--- src/rtl/data_cache_ctrl_if.sv ---
// Main-memory word port between the data cache and external memory.
// The cache drives requests, address and write data; memory answers
// with read data and a one-cycle ready pulse per word.
interface data_cache_ctrl_if;
  logic        mem_rd_req;
  logic        mem_wr_req;
  logic [31:0] mem_addr;
  logic [31:0] mem_wdata;
  logic [31:0] mem_rdata;
  logic        mem_ready;

  modport master (
    output mem_rd_req, mem_wr_req, mem_addr, mem_wdata,
    input  mem_rdata, mem_ready
  );

  modport slave (
    input  mem_rd_req, mem_wr_req, mem_addr, mem_wdata,
    output mem_rdata, mem_ready
  );
endinterface

--- src/rtl/data_cache_ctrl.sv ---
// Direct-mapped, write-through, no-write-allocate data cache controller.
// Loads that hit return data combinationally; misses refill a whole line
// word by word; every store is written through to memory and is followed
// by a single WDONE cycle so the PC advances exactly once.
// Optional macro DCACHE_STATS_EN adds saturating hit_count / miss_count.
module data_cache_ctrl #(
  parameter int CACHE_LINES = 32,
  parameter int BLOCK_WORDS = 4
) (
  input  logic              clk,
  input  logic              reset,
  input  logic              MemRead,
  input  logic              MemWrite,
  input  logic [31:0]       ALUResult,
  input  logic [31:0]       WriteData,
  output logic [31:0]       Read_Data,
  output logic              stall,
  data_cache_ctrl_if.master mem
`ifdef DCACHE_STATS_EN
  ,
  output logic [31:0]       hit_count,
  output logic [31:0]       miss_count
`endif
);

  localparam int OFF_W   = $clog2(BLOCK_WORDS);
  localparam int IDX_W   = $clog2(CACHE_LINES);
  localparam int TAG_LSB = 2 + OFF_W + IDX_W;
  localparam int TAG_W   = 32 - TAG_LSB;

  typedef enum logic [1:0] {IDLE, REFILL, WRITE, WDONE} state_t;

  state_t state, next_state;

  logic [CACHE_LINES-1:0] valid;
  logic [TAG_W-1:0]       tags     [CACHE_LINES];
  logic [31:0]            data_mem [CACHE_LINES][BLOCK_WORDS];

  logic [OFF_W-1:0] word_cnt;
  logic             rd_req;
  logic             wr_req;
  logic [31:0]      addr_q;
  logic [31:0]      wdata_q;

  logic [OFF_W-1:0] offset;
  logic [IDX_W-1:0] index;
  logic [TAG_W-1:0] tag;
  logic [IDX_W-1:0] fill_index;
  logic [TAG_W-1:0] fill_tag;
  logic             hit;
  logic             read_hit;
  logic             start_miss;
  logic             start_write;
  logic             last_word;
  logic             refill_beat;
  logic             unused_addr_bits;

  assign offset = ALUResult[2 +: OFF_W];
  assign index  = ALUResult[2 + OFF_W +: IDX_W];
  assign tag    = ALUResult[TAG_LSB +: TAG_W];

  // The refill line is taken from the registered memory address, so the
  // refill does not depend on the datapath holding ALUResult steady.
  assign fill_index = addr_q[2 + OFF_W +: IDX_W];
  assign fill_tag   = addr_q[TAG_LSB +: TAG_W];

  assign hit         = valid[index] && (tags[index] == tag);
  assign read_hit    = (state == IDLE) && MemRead && !MemWrite && hit;
  assign start_miss  = (state == IDLE) && MemRead && !MemWrite && !hit;
  assign start_write = (state == IDLE) && MemWrite;
  assign last_word   = (word_cnt == OFF_W'(BLOCK_WORDS - 1));
  assign refill_beat = (state == REFILL) && mem.mem_ready;

  assign unused_addr_bits = ^ALUResult[1:0];

  assign mem.mem_rd_req = rd_req;
  assign mem.mem_wr_req = wr_req;
  assign mem.mem_addr   = addr_q;
  assign mem.mem_wdata  = wdata_q;

  // State register.
  always_ff @(posedge clk or negedge reset) begin
    if (!reset) state <= IDLE;
    else        state <= next_state;
  end

  // Next-state selection; a simultaneous read and write is a write.
  always_comb begin
    next_state = state;
    case (state)
      IDLE: begin
        if (start_write)     next_state = WRITE;
        else if (start_miss) next_state = REFILL;
      end
      REFILL:  if (mem.mem_ready && last_word) next_state = IDLE;
      WRITE:   if (mem.mem_ready) next_state = WDONE;
      WDONE:   next_state = IDLE;
      default: next_state = IDLE;
    endcase
  end

  // Datapath-facing outputs: stall and load data for IDLE read hits.
  always_comb begin
    stall     = 1'b0;
    Read_Data = '0;
    case (state)
      IDLE: begin
        stall = start_write || start_miss;
        if (read_hit) Read_Data = data_mem[index][offset];
      end
      REFILL, WRITE: stall = 1'b1;
      default: stall = 1'b0;
    endcase
  end

  // Memory request registers, refill word counter and line valid bits.
  always_ff @(posedge clk or negedge reset) begin
    if (!reset) begin
      rd_req   <= 1'b0;
      wr_req   <= 1'b0;
      addr_q   <= '0;
      wdata_q  <= '0;
      word_cnt <= '0;
      valid    <= '0;
    end else begin
      if (start_write) begin
        wr_req  <= 1'b1;
        addr_q  <= {ALUResult[31:2], 2'b00};
        wdata_q <= WriteData;
      end else if (start_miss) begin
        rd_req   <= 1'b1;
        word_cnt <= '0;
        addr_q   <= {ALUResult[31:2 + OFF_W], {OFF_W{1'b0}}, 2'b00};
      end
      if (refill_beat) begin
        word_cnt <= word_cnt + OFF_W'(1);
        addr_q   <= addr_q + 32'd4;
        if (last_word) begin
          rd_req            <= 1'b0;
          valid[fill_index] <= 1'b1;
        end
      end
      if ((state == WRITE) && mem.mem_ready) wr_req <= 1'b0;
    end
  end

  // Tag and data storage: store hits update a word, refills fill the line.
  always_ff @(posedge clk) begin
    if (start_write && hit) data_mem[index][offset] <= WriteData;
    if (refill_beat) begin
      data_mem[fill_index][word_cnt] <= mem.mem_rdata;
      if (last_word) tags[fill_index] <= fill_tag;
    end
  end

`ifdef DCACHE_STATS_EN
  // Saturating statistics: load hits (including retried loads) and misses.
  always_ff @(posedge clk or negedge reset) begin
    if (!reset) begin
      hit_count  <= '0;
      miss_count <= '0;
    end else begin
      if (read_hit && (hit_count != 32'hFFFF_FFFF))    hit_count  <= hit_count + 32'd1;
      if (start_miss && (miss_count != 32'hFFFF_FFFF)) miss_count <= miss_count + 32'd1;
    end
  end
`endif

endmodule

--- src/flat_wrapper.sv ---
// flat-port wrapper written by rule: the top's interface ports become plain ports
module data_cache_ctrl_flat 
#(
  parameter int CACHE_LINES = 32,
  parameter int BLOCK_WORDS = 4
)
  (clk, reset, MemRead, MemWrite, ALUResult, WriteData, Read_Data, stall, mem_mem_rd_req, mem_mem_wr_req, mem_mem_addr, mem_mem_wdata, mem_mem_rdata, mem_mem_ready);
  data_cache_ctrl_if mem_i ();
  input  logic clk;
  input  logic reset;
  input  logic MemRead;
  input  logic MemWrite;
  input  logic [31:0] ALUResult;
  input  logic [31:0] WriteData;
  output logic [31:0] Read_Data;
  output logic stall;
  output wire logic [$bits(mem_i.mem_rd_req)-1:0] mem_mem_rd_req;
  output wire logic [$bits(mem_i.mem_wr_req)-1:0] mem_mem_wr_req;
  output wire logic [$bits(mem_i.mem_addr)-1:0] mem_mem_addr;
  output wire logic [$bits(mem_i.mem_wdata)-1:0] mem_mem_wdata;
  input wire logic [$bits(mem_i.mem_rdata)-1:0] mem_mem_rdata;
  input wire logic [$bits(mem_i.mem_ready)-1:0] mem_mem_ready;
  assign mem_mem_rd_req = mem_i.mem_rd_req;
  assign mem_mem_wr_req = mem_i.mem_wr_req;
  assign mem_mem_addr = mem_i.mem_addr;
  assign mem_mem_wdata = mem_i.mem_wdata;
  assign mem_i.mem_rdata = mem_mem_rdata;
  assign mem_i.mem_ready = mem_mem_ready;
  data_cache_ctrl #(.CACHE_LINES(CACHE_LINES), .BLOCK_WORDS(BLOCK_WORDS)) u_core (.clk(clk), .reset(reset), .MemRead(MemRead), .MemWrite(MemWrite), .ALUResult(ALUResult), .WriteData(WriteData), .Read_Data(Read_Data), .stall(stall), .mem(mem_i));
endmodule
--- config.mk ---
export PLATFORM = sky130hd
export DESIGN_NAME = data_cache_ctrl_flat
export DESIGN_NICKNAME = d
export VERILOG_FILES = /design/src/rtl/data_cache_ctrl_if.sv /design/src/rtl/data_cache_ctrl.sv /design/src/flat_wrapper.sv
export SDC_FILE = /design/constraint.sdc
export NUM_CORES = 2
export LEC_CHECK = 0
export BUFFER_PORTS_ARGS = -buffer_cell sky130_fd_sc_hd__buf_4
export CAP_MARGIN = 30
export CORE_UTILIZATION = 25
export CTS_CLUSTER_DIAMETER = 50
export DETAILED_ROUTE_END_ITERATION = 16
export PLACE_DENSITY = 0.49
export SYNTH_ARGS = -nofsm -noshare
export SYNTH_HDL_FRONTEND = slang
export SYNTH_MEMORY_MAX_BITS = 65536
export SYNTH_SLANG_ARGS = --single-unit
--- constraint.sdc ---
create_clock -name clk -period 5.5 [get_ports clk]
set_input_delay 0.55 -clock clk [delete_from_list [all_inputs] [get_ports clk]]
set_output_delay 0.55 -clock clk [all_outputs]
set_load 0.05 [all_outputs]
==> flow_summary_export.csv <==
group,metric,value,unit
power_and_ir_drop,switching_share,0.255,
worst_setup_path,cp_max_fo,83,
clock_tree,clock-root-buffer,"clkbuf_16",
place,dpl_cell_area,212000,sq um
hold_path,min_from,"MemRead",
route,first_iter_violations,10700,
timing,hold_slack,0.0993,ns
die,ios,200,
worst_setup_path,cp.arrival,4.96,ns
worst_setup_path,end_kind,"output pin",
cells_and_area,fillCellCount,71900,
yosys,yosys-top-cells-area,"edfxtp_1 76%, mux4_2 17%, dfrtp_1 1.3%",
worst_setup_path,reg2reg_from,"u_core.state[1]",
clock_tree,cts_setup_buffers,0,
worst_setup_path,cp_top_family,"multiplexers",
yosys,synth_cells,7878,
power_and_ir_drop,vdd_drop_max,0.317,mV
timing,period_needed,5.51,ns
die,num_rows,319,
die,fp.dieArea,763000,sq um
timing,finalClockSkew,0.0474,ns
timing,slew_viol_final,0,
clock_tree,clk_latency,1.08,ns
hold_path,whs_endpoint,"u_core.state[1]",
cells_and_area,area_delta_synth_final,21.4,%
global_route,grt_pass1_wl,773000,um
yosys,yosysTopAreaCell,"edfxtp_1",
global_route,grt_overflow,0,
timing,rsz0062_at_grt,"false",
global_route,grt_max_degree,128,
worst_setup_path,cp_slowest_cell,"mux4_2",
cells_and_area,final_nets,9045,
worst_setup_path,path_buf_inv,5,
timing,fmax,0.182,GHz
clock_tree,cts_tree,"built",
place,dp_cells,18400,
place,io_buffers,195,
yosys,synth.avg_cell_area,24.1,sq um
die,start_util,0.251,
global_route,grt_pass1_vias,94300,
route,viasPerCell,4.70,
cells_and_area,postLayoutCoreUtil,0.305,
place,place.gp.congestion,0.831,
route,ant_nets,0,
die,die_h,873,um
run,drv_cap,0,
cells_and_area,drive_gt1_frac,0.364,
yosys,yosysWarnings,0,
worst_setup_path,critical_path.cell_chain,"buf_12 -> buf_4 -> buf_12 -> mux4_2 -> mux4_2 -> mux4_2 -> mux2i_2 -> buf_4 -> nor2_1 -> buf_4",
hold_path,min_path_cells,4,
power_and_ir_drop,combinationalPowerShare,0.118,
yosys,synth-async-reset-ratio,0.0203,
timing,finalSetupViolCount,1,
cells_and_area,final_cell_count_no_fill,19500,
worst_setup_path,critPathLaunchType,"primary input",
timing,worst_slack,-0.00518,ns
clock_tree,clockBufferDepth,4,
clock_tree,htreeDepth,6,
worst_setup_path,rr_worst_depth,11,
clock_tree,numCtsBuffers,541,
power_and_ir_drop,pwr-share-clk,0.391,
hold_path,hold_path_class,"primary input to flip-flop",
yosys,synth_area,190000,sq um
power_and_ir_drop,power_switching,0.0231,W
worst_setup_path,timing.rr.end,"u_core.data_mem[23][107]",
worst_setup_path,critPathMaxStageDelay,0.66,ns
yosys,ys_seq_elements,4932,
route,vias,91600,
yosys,yosysUniqueCellTypes,71,
timing,hold_violations,0,
worst_setup_path,critPathKind,"primary input to output pin",
global_route,grtUsageTotal,0.144,
yosys,synth_edf_count,4832,
outcome,status,"finished, violations left",
route,detail_route.wl_per_cell,29.0,um
power_and_ir_drop,leakage,71.1,nW
die,die_w,873,um
clock_tree,clkSinkCount,4932,
yosys,synth_flop_cell,"edfxtp_1",
outcome,violations,"setup timing",
power_and_ir_drop,intPower,0.0673,W
cells_and_area,fin_area,230000,sq um
route,drc,0,
timing,period_share,1.00,
timing,worstMarginPinSlew,1.10,ns
yosys,synth_most_common_cell,"edfxtp_1",
worst_setup_path,reg2reg_slack,0.93,ns
timing,slew_headroom,0.267,
yosys,ys_seq_area_frac,0.778,
yosys,netlist.area_leader.share,0.764,
yosys,netlist_top_cells_count,"4832 x edfxtp_1, 1467 x mux4_2, 231 x clkbuf_1, 225 x nor2_1, 179 x mux2i_1",
worst_setup_path,crit_required,4.95,ns
route,wl,565000,um
die,fp.coreArea,756000,sq um
global_route,antenna_found_initial,59,
power_and_ir_drop,power_density,392,nW/um^2
power_and_ir_drop,seqPwrFrac,0.491,
clock_tree,clk_pin_slew,0.06,ns
route,drtPass1Iterations,6,
place,place_hpwl,348000,um
-- worst max path at each step --
stage / from / end / slack, ns / depth (start not counted)
global placement: ALUResult[5] / Read_Data[16] / -0.26 / 10
finish: ALUResult[5] / Read_Data[7] / -0.005 / 10
detailed placement: ALUResult[5] / Read_Data[7] / -0.19 / 10
floorplan: ALUResult[5] / u_core.data_mem[0][0] / 0.54 / 16
CTS: ALUResult[5] / Read_Data[7] / 0.02 / 10
global route: ALUResult[5] / Read_Data[7] / 0.003 / 10
-- registers in the layout, indices dropped and copies added (netlist names) --
signal                 count
u_core.mem.mem_wdata      32
u_core.state               2
u_core.mem.mem_wr_req      1
u_core.word_cnt            2
u_core.valid              32
u_core.data_mem         4096
u_core.mem.mem_rd_req      1
u_core.mem.mem_addr       30
u_core.tags              736
-- through the flow --
| stage | setup WS, ns | total power [W] | setup TNS [ns] |
|---|---|---|---|
| global placement | -0.263 | 0.0552 | -0.775 |
| finish | -0.00518 | 0.0904 | -0.00518 |
| detailed placement | -0.186 | 0.0557 | -0.629 |
| CTS | 0.0224 | 0.0910 | 0 |
| global route | 0.00332 | 0.0930 | 0 |
| floorplan | 0.542 | 0.0503 | 0 |
-- final cells by class --
| class | instances | area [sq um] | area share |
|---|---|---|---|
| inverters | 26 | 105 | 0.000456 |
| clock buffers | 673 | 14400 | 0.0625 |
| flip-flops and latches | 4932 | 148000 | 0.641 |
| repair buffers | 935 | 11200 | 0.0487 |
| well taps | 10100 | 12700 | 0.0549 |
| clock inverters | 290 | 2780 | 0.0121 |
| diodes | 20 | 50.0 | 0.000217 |
| multi-input cells | 2499 | 41600 | 0.180 |
-- timing repair --
action | in CTS | in global routing
hold buffers | 61 | 2
hold endpoints to repair | 127 | 3
endpoints found under the setup margin | 6 | 2
gates resized for setup | 6 | 2
pin swaps | 0 | 0
-- kinds of logic after synthesis --
group	count (synthesis)	share of synthesized area
XOR/XNOR	30	0.00138
AO/OA/AOI/OAI	231	0.00893
AND/OR/NAND/NOR	509	0.0127
flip-flops	4932	0.778
buffers and inverters	448	0.0110
adder cells (fa/ha/maj)	9	0.000593
multiplexers	1718	0.188
other	1	0.0000198
-- tightest hold or removal path: cells and delay by family --
kind / cells / cell delay, ns
AOI/OAI and AO/OA: 3 / 0.42
buffers and inverters: 1 / 0.13
-- routing by layer --
metal	up-vias	track usage	wire length (um)
met3	819	0.0327	47400
met5	-	0	129
met2	3828	0.226	259000
met1	50700	0.202	242000
met4	20	0.0360	15600
li1	36300	-	-
-- power by group through the flow --
stage / clock network, W / registers, W / logic, W
after floorplan: 0 / 0.0464 / 0.00391
after global placement: 0 / 0.0453 / 0.00987
after detailed placement: 0 / 0.0452 / 0.0105
after CTS: 0.0360 / 0.0444 / 0.0106
after global routing: 0.0374 / 0.0444 / 0.0112
final: 0.0353 / 0.0444 / 0.0107
-- cell usage in the layout, fill, tap and decap left out, drive strengths merged, types with 9 or more instances in the layout --
cell	instances
edfxtp	4832
mux4	1467
buf	872
clkbuf	673
nor2	225
clkinv	192
mux2i	179
dfrtp	100
nand2	82
a22oi	72
mux2	72
inv	71
dlygate4sd3	63
nand3	57
or2	34
bufinv	32
o22ai	31
o21ai	29
clkinvlp	21
diode	20
xnor2	20
a31oi	20
a21oi	17
and3	15
nand4	14
o221a	12
nor3	11
xor2	10
ha	9
(Power assumes the default switching activity.)
